--- config.mk ---
export PLATFORM = sky130hd
export DESIGN_NAME = data_router_ctrl
export DESIGN_NICKNAME = d
export VERILOG_FILES = /design/src/rtl/dr_pkg.sv /design/src/rtl/dr_win_cnt.sv /design/src/rtl/data_router_ctrl.sv
export SDC_FILE = /design/constraint.sdc
export NUM_CORES = 1
export LEC_CHECK = 0
export CAP_MARGIN = 20
export CORE_MARGIN = 1.5
export CORE_UTILIZATION = 43
export DETAILED_ROUTE_END_ITERATION = 10
export PLACE_DENSITY = 0.69
export SYNTH_ARGS = -nofsm -noshare
export SYNTH_HDL_FRONTEND = slang
export SYNTH_HIERARCHICAL = 1
export SYNTH_SLANG_ARGS = --single-unit
export TNS_END_PERCENT = 10
--- constraint.sdc ---
create_clock -name clk -period 3 [get_ports clk]
set_input_delay 0.45 -clock clk [delete_from_list [all_inputs] [get_ports clk]]
set_output_delay 0.45 -clock clk [all_outputs]
set_load 0.005 [all_outputs]
--- src/rtl/dr_pkg.sv ---
// Shared types and widths for the data router command initiator.
// Imported by dr_win_cnt and data_router_ctrl.
package dr_pkg;

  typedef enum logic [1:0] {
    RR = 2'b00,
    BR = 2'b01,
    RP = 2'b10,
    NE = 2'b11
  } rpsel_t;

  typedef enum logic [2:0] {
    IDLE,
    LOAD,
    SLIDE,
    REFRESH,
    WAIT_BLK
  } state_t;

  localparam int BANK_W = 2;
  localparam int ROW_W  = 2;
  localparam int COL_W  = 28;

endpackage

--- src/rtl/dr_win_cnt.sv ---
// Sliding-window walker: row is the inner index, col steps by STRIDE.
// Holds while en is low; wraps to (0,0) after the terminal count.
module dr_win_cnt
  import dr_pkg::*;
#(
  parameter int KSIZE  = 3,
  parameter int NSTEP  = 30,
  parameter int STRIDE = 1
) (
  input  logic             clk,
  input  logic             rst,
  input  logic             clr,
  input  logic             en,
  output logic [ROW_W-1:0] row,
  output logic [COL_W-1:0] col,
  output logic             last
);

  localparam logic [ROW_W-1:0] ROW_END = ROW_W'(KSIZE - 1);
  localparam logic [COL_W-1:0] COL_END = COL_W'((NSTEP - 1) * STRIDE);
  localparam logic [COL_W-1:0] STEP    = COL_W'(STRIDE);

  logic row_end;

  assign row_end = (row == ROW_END);
  assign last    = row_end && (col == COL_END);

  always_ff @(posedge clk or posedge rst) begin
    if (rst) begin
      row <= '0;
      col <= '0;
    end else if (clr || (en && last)) begin
      row <= '0;
      col <= '0;
    end else if (en) begin
      if (row_end) begin
        row <= '0;
        col <= col + STEP;
      end else begin
        row <= row + ROW_W'(1);
      end
    end
  end

endmodule

--- src/rtl/data_router_ctrl.sv ---
// Command initiator for the data router: RR load, RP slide, BR refresh.
// Define DR_CTRL_ERRCHK_EN to add the sticky err output.
module data_router_ctrl
  import dr_pkg::*;
#(
  parameter int POY    = 3,
  parameter int BUFW   = 32,
  parameter int BUFH   = 3,
  parameter int KSIZE  = 3,
  parameter int STRIDE = 1,
  parameter int NBLK_W = 8
) (
  input  logic              clk,
  input  logic              rst,
  input  logic              start,
  input  logic [NBLK_W-1:0] nblk,
  input  logic              stall,
  input  logic              blkend,
  output logic [BANK_W-1:0] bank,
  output logic [ROW_W-1:0]  row,
  output logic [COL_W-1:0]  col,
  output logic [1:0]        rpsel,
  output logic              cmd_valid,
  output logic              busy,
  output logic              done
`ifdef DR_CTRL_ERRCHK_EN
  ,
  output logic              err
`endif
);

  localparam int NSTEP = (BUFW - KSIZE) / STRIDE + 1;

  localparam logic [ROW_W-1:0]  LD_END  = ROW_W'(KSIZE - 1);
  localparam logic [BANK_W-1:0] BK_END  = BANK_W'(POY - 1);
  localparam logic [ROW_W-1:0]  RR_END  = ROW_W'(BUFH - 1);
  localparam logic [ROW_W-1:0]  RR_INIT = ROW_W'((BUFH > 1) ? 1 : 0);

  state_t              state;
  logic [NBLK_W-1:0]   nblk_l;
  logic [NBLK_W-1:0]   blk_cnt;
  logic [NBLK_W-1:0]   blk_nxt;
  logic [ROW_W-1:0]    ld_row;
  logic [BANK_W-1:0]   bk;
  logic [ROW_W-1:0]    ref_row;
  logic                armed;
  logic [ROW_W-1:0]    win_row;
  logic [COL_W-1:0]    win_col;
  logic                win_last;
  logic                win_en;
  logic                win_clr;

  assign blk_nxt = blk_cnt + NBLK_W'(1);
  assign win_en  = (state == SLIDE) && !stall;
  assign win_clr = (state == IDLE);

  dr_win_cnt #(
    .KSIZE (KSIZE),
    .NSTEP (NSTEP),
    .STRIDE(STRIDE)
  ) u_win (
    .clk (clk),
    .rst (rst),
    .clr (win_clr),
    .en  (win_en),
    .row (win_row),
    .col (win_col),
    .last(win_last)
  );

  always_ff @(posedge clk or posedge rst) begin
    if (rst) begin
      state     <= IDLE;
      nblk_l    <= '0;
      blk_cnt   <= '0;
      ld_row    <= '0;
      bk        <= '0;
      ref_row   <= '0;
      armed     <= 1'b0;
      bank      <= '0;
      row       <= '0;
      col       <= '0;
      rpsel     <= RR;
      cmd_valid <= 1'b0;
      busy      <= 1'b0;
      done      <= 1'b0;
    end else begin
      cmd_valid <= 1'b0;
      done      <= 1'b0;
      unique case (state)
        IDLE: begin
          if (start) begin
            nblk_l  <= (nblk == '0) ? NBLK_W'(1) : nblk;
            blk_cnt <= '0;
            ld_row  <= '0;
            bk      <= '0;
            ref_row <= RR_INIT;
            busy    <= 1'b1;
            state   <= LOAD;
          end
        end
        LOAD: begin
          if (!stall) begin
            cmd_valid <= 1'b1;
            rpsel     <= RR;
            bank      <= '0;
            row       <= ld_row;
            col       <= '0;
            if (ld_row == LD_END) begin
              ld_row <= '0;
              state  <= SLIDE;
            end else begin
              ld_row <= ld_row + ROW_W'(1);
            end
          end
        end
        SLIDE: begin
          if (!stall) begin
            cmd_valid <= 1'b1;
            rpsel     <= RP;
            bank      <= '0;
            row       <= win_row;
            col       <= win_col;
            if (win_last) state <= REFRESH;
          end
        end
        REFRESH: begin
          if (!stall) begin
            cmd_valid <= 1'b1;
            rpsel     <= BR;
            bank      <= bk;
            row       <= ref_row;
            col       <= '0;
            if (bk == BK_END) begin
              bk    <= '0;
              armed <= 1'b0;
              state <= WAIT_BLK;
            end else begin
              bk <= bk + BANK_W'(1);
            end
          end
        end
        WAIT_BLK: begin
          // the router cannot end a block while the last BR is on the bus
          if (!armed) begin
            armed <= 1'b1;
          end else if (blkend) begin
            if (blk_nxt == nblk_l) begin
              blk_cnt <= '0;
              ref_row <= '0;
              bank    <= '0;
              row     <= '0;
              col     <= '0;
              rpsel   <= RR;
              busy    <= 1'b0;
              done    <= 1'b1;
              state   <= IDLE;
            end else begin
              blk_cnt <= blk_nxt;
              ref_row <= (ref_row == RR_END) ? '0 : ref_row + ROW_W'(1);
              state   <= LOAD;
            end
          end
        end
        default: state <= IDLE;
      endcase
    end
  end

`ifdef DR_CTRL_ERRCHK_EN
  always_ff @(posedge clk or posedge rst) begin
    if (rst) begin
      err <= 1'b0;
    end else if ((blkend && state != WAIT_BLK) || (start && busy)) begin
      err <= 1'b1;
    end
  end
`endif

endmodule

==> metrics.yaml, run 1 <==
cells_and_area:
  multiInputGateArea_um2: 2003
  utilization_pct: 52.10
  drive_gt1_share_pct: 9.671
  n_fill_cell: 908
  seqCellArea_um2: 2327
  antenna_cells: 0
  nets: 497
  syn_to_final_growth_pct: 18.23
yosys:
  synth_warnings: 6
  ys_seq_elements: 93
  yosysMostFrequentCell: "dfrtp_1"
  synth_compound_area_share_pct: 15.29
  syn_area_per_cell_um2: 10.48
  syn_area_um2: 4508
  syn_inst: 430
  synth_edf_count: 0
  synth_area_leaders: "dfrtp_1 (52%), a22o_1 (5.8%), xor2_1 (5.1%)"
  synthXorXnorAreaFrac_pct: 6.411
  synthAdderAreaFrac_pct: 0.8326
  synth_simple_gate_area_share_pct: 21.32
  synth_top_area_cell: "dfrtp_1"
  yosysSeqAreaShare_pct: 51.62
  synth_async_sr_flop_share_pct: 100.0
  synthTopCellsByCount: "dfrtp_1 (93), nand2_1 (51), nor2_1 (37)"
  synth_top_family_by_area: "simple AND/OR/NAND/NOR gates"
  syn-num-nets: 446
  muxShareOfSynthArea_pct: 0.4441
  synth_flop_cell: "dfrtp_1"
  yosysUniqueCellTypes: 59
  yosysTopAreaCellShare_pct: 51.62
worst_setup_path:
  crit_end: "bank[0]"
  r2r-start: "blk_cnt[0]"
  crit_chain: "ha_1 -> nand3_2 -> or3_4 -> a2111oi_4 -> and3_2 -> o21bai_4 -> a22o_1"
  cp-end-kind: "flop"
  slowest_delay_ps: 450
  cp-startpoint: "blk_cnt[0]"
  cp.arrival_ps: 2930
  critPathSlowestCell: "dfrtp_1"
  path_class: "flop to flop"
  cp.depth: 7
  worstReg2RegEnd: "bank[0]"
  worstRegToRegCells: 7
  crit_fanout: 34
  critPathLaunchType: "flop"
  crit_family: "compound AO/OA/AOI/OAI gates"
  crit_required_ps: 3260
  r2r_slack_ps: 330
  crit_buf_inv: 0
clock_tree:
  cts_buffers: 9
  cts.repair.resized: 0
  cts_buffer_depth: 2
  clockRootBuffer: "clkbuf_8"
  clk_pin_slew_worst_paths_ps: 100
  clock_sinks: 93
  postCtsSetupRepairBufs: 0
  holdBufCountCts: 0
  h-tree-depth: 3
  insertion_delay_ps: 370
  tritoncts: "done"
pwr:
  leakage_uw: 0.002399
  clockPowerShare_pct: 26.1
  intPower_uw: 2180
  power_density_nw_per_um2: 625.3
  p_switching_uw: 1153
  seqPwrFrac_pct: 48.1
  combPwrFrac_pct: 25.9
  power_switching_share_pct: 34.59
  ir_drop_v: 0.0002547
place:
  place_congestion: 0.8739
  hpwl_um: 6861
  place.port_buffers: 49
sta:
  setup_viol: 0
  min_period_ps: 2666
  fin_worst_skew_ps: 7.912
  slew_headroom_pct: 44.15
  tns_ps: 0
  finalHoldViolCount: 0
  worst_pin_slew_ps: 835.5
  fmax_mhz: 375.1
  drv_slew: 0
  rsz0062_at_grt: "false"
  fin_crit_sh_pct: 88.86
floorplanning:
  die-area_um2: 11110
  start_util_pct: 44.06
  dieWidth_um: 105.4
  core_um2: 10230
  io_pins: 50
  die_h_um: 105.4
  num_rows: 37
flow_run:
  drv_cap: 0
drt:
  vias: 3435
  vias_per_cell: 5.523
  wl_per_cell_um: 16.02
  routed_wl_um: 9962
  drc: 0
  drt-initial-drc-count: 149
  first_pass_iters: 4
  postRouteAntennaNets: 0
global_route:
  grt_first_pass_wirelength_um: 17110
  antenna_found_initial: 0
  grt_max_degree: 64
  grt.overflow.total: 0
  grt_use_total_pct: 19.25
  grt_pass1_vias: 3515
hold_path:
  hold_path_class: "flop to flop"
outcome:
  status: "completed"
[cell usage in the layout (no fill, tap or decap), types with 5 or more instances in the layout]
cell / synthesis / routed
a21o_1: 6 / 6
a21oi_1: 9 / 9
a22o_1: 30 / 30
and3_1: 6 / 6
buf_4: 2 / 12
clkbuf_8: 0 / 9
clkdlybuf4s50_1: 0 / 49
dfrtp_1: 93 / 93
inv_1: 12 / 11
nand2_1: 51 / 51
nand2b_1: 6 / 6
nand3_1: 18 / 18
nand4_1: 15 / 15
nor2_1: 37 / 37
nor3_1: 6 / 6
nor4_1: 9 / 8
o21ai_0: 8 / 8
o21ai_1: 5 / 5
o2bb2ai_1: 6 / 6
o31ai_1: 6 / 6
or3_1: 5 / 5
xnor2_1: 7 / 7
xor2_1: 26 / 26
[per-stage QoR]
stage / setup slack (ps) / area [um^2] / power, uW / instances / hold slack [ps]
4_1_cts: 341.5 / 5330 / 3364 / 622 / 496.5
6_report: 334.2 / 5330 / 3333 / 622 / 494.6
5_1_grt: 144.1 / 5330 / 3545 / 622 / 519.6
3_5_place_dp: 344.8 / 5126 / 2493 / 606 / 473.6
3_3_place_gp: 429.7 / 5126 / 2455 / 606 / 463.6
2_1_floorplan: 446.7 / 4508 / 2235 / 430 / 465.2
[registers in the layout (all words and copies together) (netlist names), 2 cells and up]
register and count:
bank 2, bk 2, blk_cnt 8, col 28
ld_row 2, nblk_l 8, ref_row 2, row 2
rpsel 2, state 3, u_win/col 28, u_win/row 2
[area by class of cell]
cell class	count	share of cell area, %
Sequential cell	93	43.66
Multi-Input combinational cell	304	37.58
Timing Repair Buffer	61	10.89
Tap cell	136	3.192
Clock buffer	9	2.324
Clock inverter	7	1.502
Inverter	12	0.8451
[layer usage]
layer  GRT usage, %  routed length, um
met5              0                  0
met4          7.730                159
met3          2.907                298
met2          31.93               5043
met1          25.33               4459
[how the worst min path moves through the flow]
stage,from,endpoint,slack (ps),cells past startpoint
2_1_floorplan,nblk_l[1],nblk_l[1],470,2
3_5_place_dp,rpsel[1],rpsel[1],470,1
3_3_place_gp,busy,busy,460,1
4_1_cts,rpsel[1],rpsel[1],500,1
5_1_grt,busy,busy,520,1
6_report,rpsel[1],rpsel[1],490,1
[logic make-up (layout without fill, tap and decap cells)]
group	count (synthesis)	in the layout
compound gates	87	87
xor+xnor	33	33
fa+ha+maj	3	3
flops	93	93
mux	2	2
simple gates	179	179
buf+inv	33	89
[power groups by stage]
stage               clock network, uW  logic [uW]  registers [uW]
floorplan                           0         684            1550
global placement                    0         838            1620
detailed placement                  0         868            1620
CTS                               893         870            1600
global route                      944         970            1630
finish                            869         862            1600
(Power assumes the default switching activity.)
==> run 2, diff against run 1 <==
--- a/config.mk
+++ b/config.mk
@@ -6,7 +6,7 @@
 export NUM_CORES = 1
 export LEC_CHECK = 0
 export CAP_MARGIN = 20
-export CORE_MARGIN = 1.5
+export CORE_MARGIN = 2
 export CORE_UTILIZATION = 43
 export DETAILED_ROUTE_END_ITERATION = 10
 export PLACE_DENSITY = 0.69
==> run 2 against run 1 <==
Net effect: register-to-register slack worse by 30 ps; worst setup slack worse by 28 ps; combinational power hardly changed; critical path depth stayed put; design area is 1.1% lower; highest routed layer unchanged.
==> metrics.yaml, run 2 (synthesized netlist as in run 1, its figures left out) <==
outcome:
  status: "completed"
sta:
  fmax_mhz: 371.2
  rsz0062_at_grt: "false"
  fin_crit_sh_pct: 89.80
  fin_worst_skew_ps: 12.61
  drv_slew: 0
  setup_viol: 0
  slew_headroom_pct: 43.05
  finalHoldViolCount: 0
  worst_pin_slew_ps: 851.9
  tns_ps: 0
  min_period_ps: 2694
pwr:
  combPwrFrac_pct: 27.3
  intPower_uw: 2074
  total_power_uw: 3157
  seqPwrFrac_pct: 50.7
  ir_drop_v: 0.0002439
  leakage_uw: 0.002381
  p_switching_uw: 1083
  power_switching_share_pct: 34.29
  power_density_nw_per_um2: 598.7
  clockPowerShare_pct: 22.0
global_route:
  grt_max_degree: 64
  antenna_found_initial: 0
  grt.overflow.total: 0
  grt_pass1_vias: 3494
  grt_first_pass_wirelength_um: 16870
  grt_use_total_pct: 18.41
clock_tree:
  clockRootBuffer: "clkbuf_8"
  cts.repair.resized: 0
  clock_sinks: 93
  tritoncts: "done"
  cts_buffers: 9
  h-tree-depth: 3
  postCtsSetupRepairBufs: 0
  insertion_delay_ps: 350
  clk_pin_slew_worst_paths_ps: 90
  holdBufCountCts: 0
  cts_buffer_depth: 2
drt:
  routed_wl_um: 9805
  first_pass_iters: 4
  postRouteAntennaNets: 0
  drt-initial-drc-count: 181
  vias_per_cell: 5.585
  vias: 3463
  drc: 0
  wl_per_cell_um: 15.81
worst_setup_path:
  cp-end-kind: "flop"
  worstReg2RegEnd: "bank[0]"
  r2r-start: "blk_cnt[0]"
  path_class: "flop to flop"
  critPathLaunchType: "flop"
  worstRegToRegCells: 7
  crit_fanout: 34
  crit_required_ps: 3250
  cp.arrival_ps: 2940
  r2r_slack_ps: 310
cells_and_area:
  seqCellArea_um2: 2327
  multiInputGateArea_um2: 2003
  reg_top3: "col (28), u_win/col (28)"
  syn_to_final_growth_pct: 16.96
  layout_commonest_cell: "dfrtp_1"
  final_cell_mix: "dfrtp_1 (93), nand2_1 (51), clkdlybuf4s50_1 (49), nor2_1 (37), a22o_1 (30)"
  nets: 497
  n_fill_cell: 899
  final_area_um2: 5273
  antenna_cells: 0
  drive_gt1_share_pct: 8.884
floorplanning:
  core_um2: 10230
  dieWidth_um: 106.4
  io_pins: 50
  num_rows: 37
  die_h_um: 106.4
  start_util_pct: 44.06
  die-area_um2: 11320
hold_path:
  hold_path_depth: 1
  hold_path_startpoint: "busy"
  min_to: "busy"
  hold_path_class: "flop to flop"
place:
  hpwl_um: 6747
  place.port_buffers: 49
  place_congestion: 0.8959
  placed_area_um2: 5126
flow_run:
  drv_cap: 0
[run 2: cell count changes in the layout (fill, tap and decap cells not counted), sizes merged]
cell	previous run	this run
bufinv	1	0
clkinv	1	3
clkinvlp	2	0
clkbuf	9	11
inv	15	12
[run 2: through the flow]
stage	util (%)	std cells	hold slack, ps	setup slack [ps]
4_1_cts	51.53	620	492.5	309.3
3_5_place_dp	50.10	606	473.6	326.0
5_1_grt	51.53	620	513.4	90.52
2_1_floorplan	-	430	465.2	446.7
3_3_place_gp	50.10	606	463.6	406.3
6_report	51.53	620	486.9	306.1
[run 2: power groups by stage]
stage,clock [uW],sequential (uW),combinational (uW)
after global placement,0,1620,838
after CTS,713,1600,869
after floorplan,0,1550,684
final,696,1600,861
after detailed placement,0,1620,869
after global routing,765,1630,967
[run 2: cell type report]
type                    count  share of cell area [%]
clock buffers              11                   2.492
repair buffers             61                   11.01
inverters                  12                  0.8543
multi-input cells         304                   37.99
flip-flops and latches     93                   44.14
clock inverters             3                  0.2848
well taps                 136                   3.227
[run 2: how the worst max path moves through the flow]
stage                           from            end  slack [ps]  cells past startpoint
after floorplan             state[2]  u_win/col[27]         450                      8
after global placement         stall  u_win/col[26]         410                      8
after detailed placement  blk_cnt[0]        bank[0]         330                      7
after CTS                 blk_cnt[0]        bank[0]         310                      7
after global routing      blk_cnt[0]        bank[0]          90                      7
final                     blk_cnt[0]        bank[0]         310                      7
[run 2: worst max-delay path, cell delays in order (launching register included)]
cell       delay [ps]
dfrtp_1           450
ha_1              290
nand3_2           140
or3_4             430
a2111oi_4         360
and3_2            300
o21bai_4          270
a22o_1            330
[run 2: layer usage]
metal	track usage (%)	part of all wire, %	vias up
li1	-	-	1661
met1	24.11	44	1710
met3	3.740	3.6	14
met5	0	0	-
met4	5.263	1.2	0
met2	30.95	51	78
==> run 3, diff against run 2 <==
--- a/config.mk
+++ b/config.mk
@@ -8,6 +8,7 @@
 export CAP_MARGIN = 20
 export CORE_MARGIN = 2
 export CORE_UTILIZATION = 43
+export CTS_CLUSTER_DIAMETER = 100
 export DETAILED_ROUTE_END_ITERATION = 10
 export PLACE_DENSITY = 0.69
 export SYNTH_ARGS = -nofsm -noshare
==> results of run 3 <==
Same layout as run 2: the final DEF is identical, and so are final timing and power.
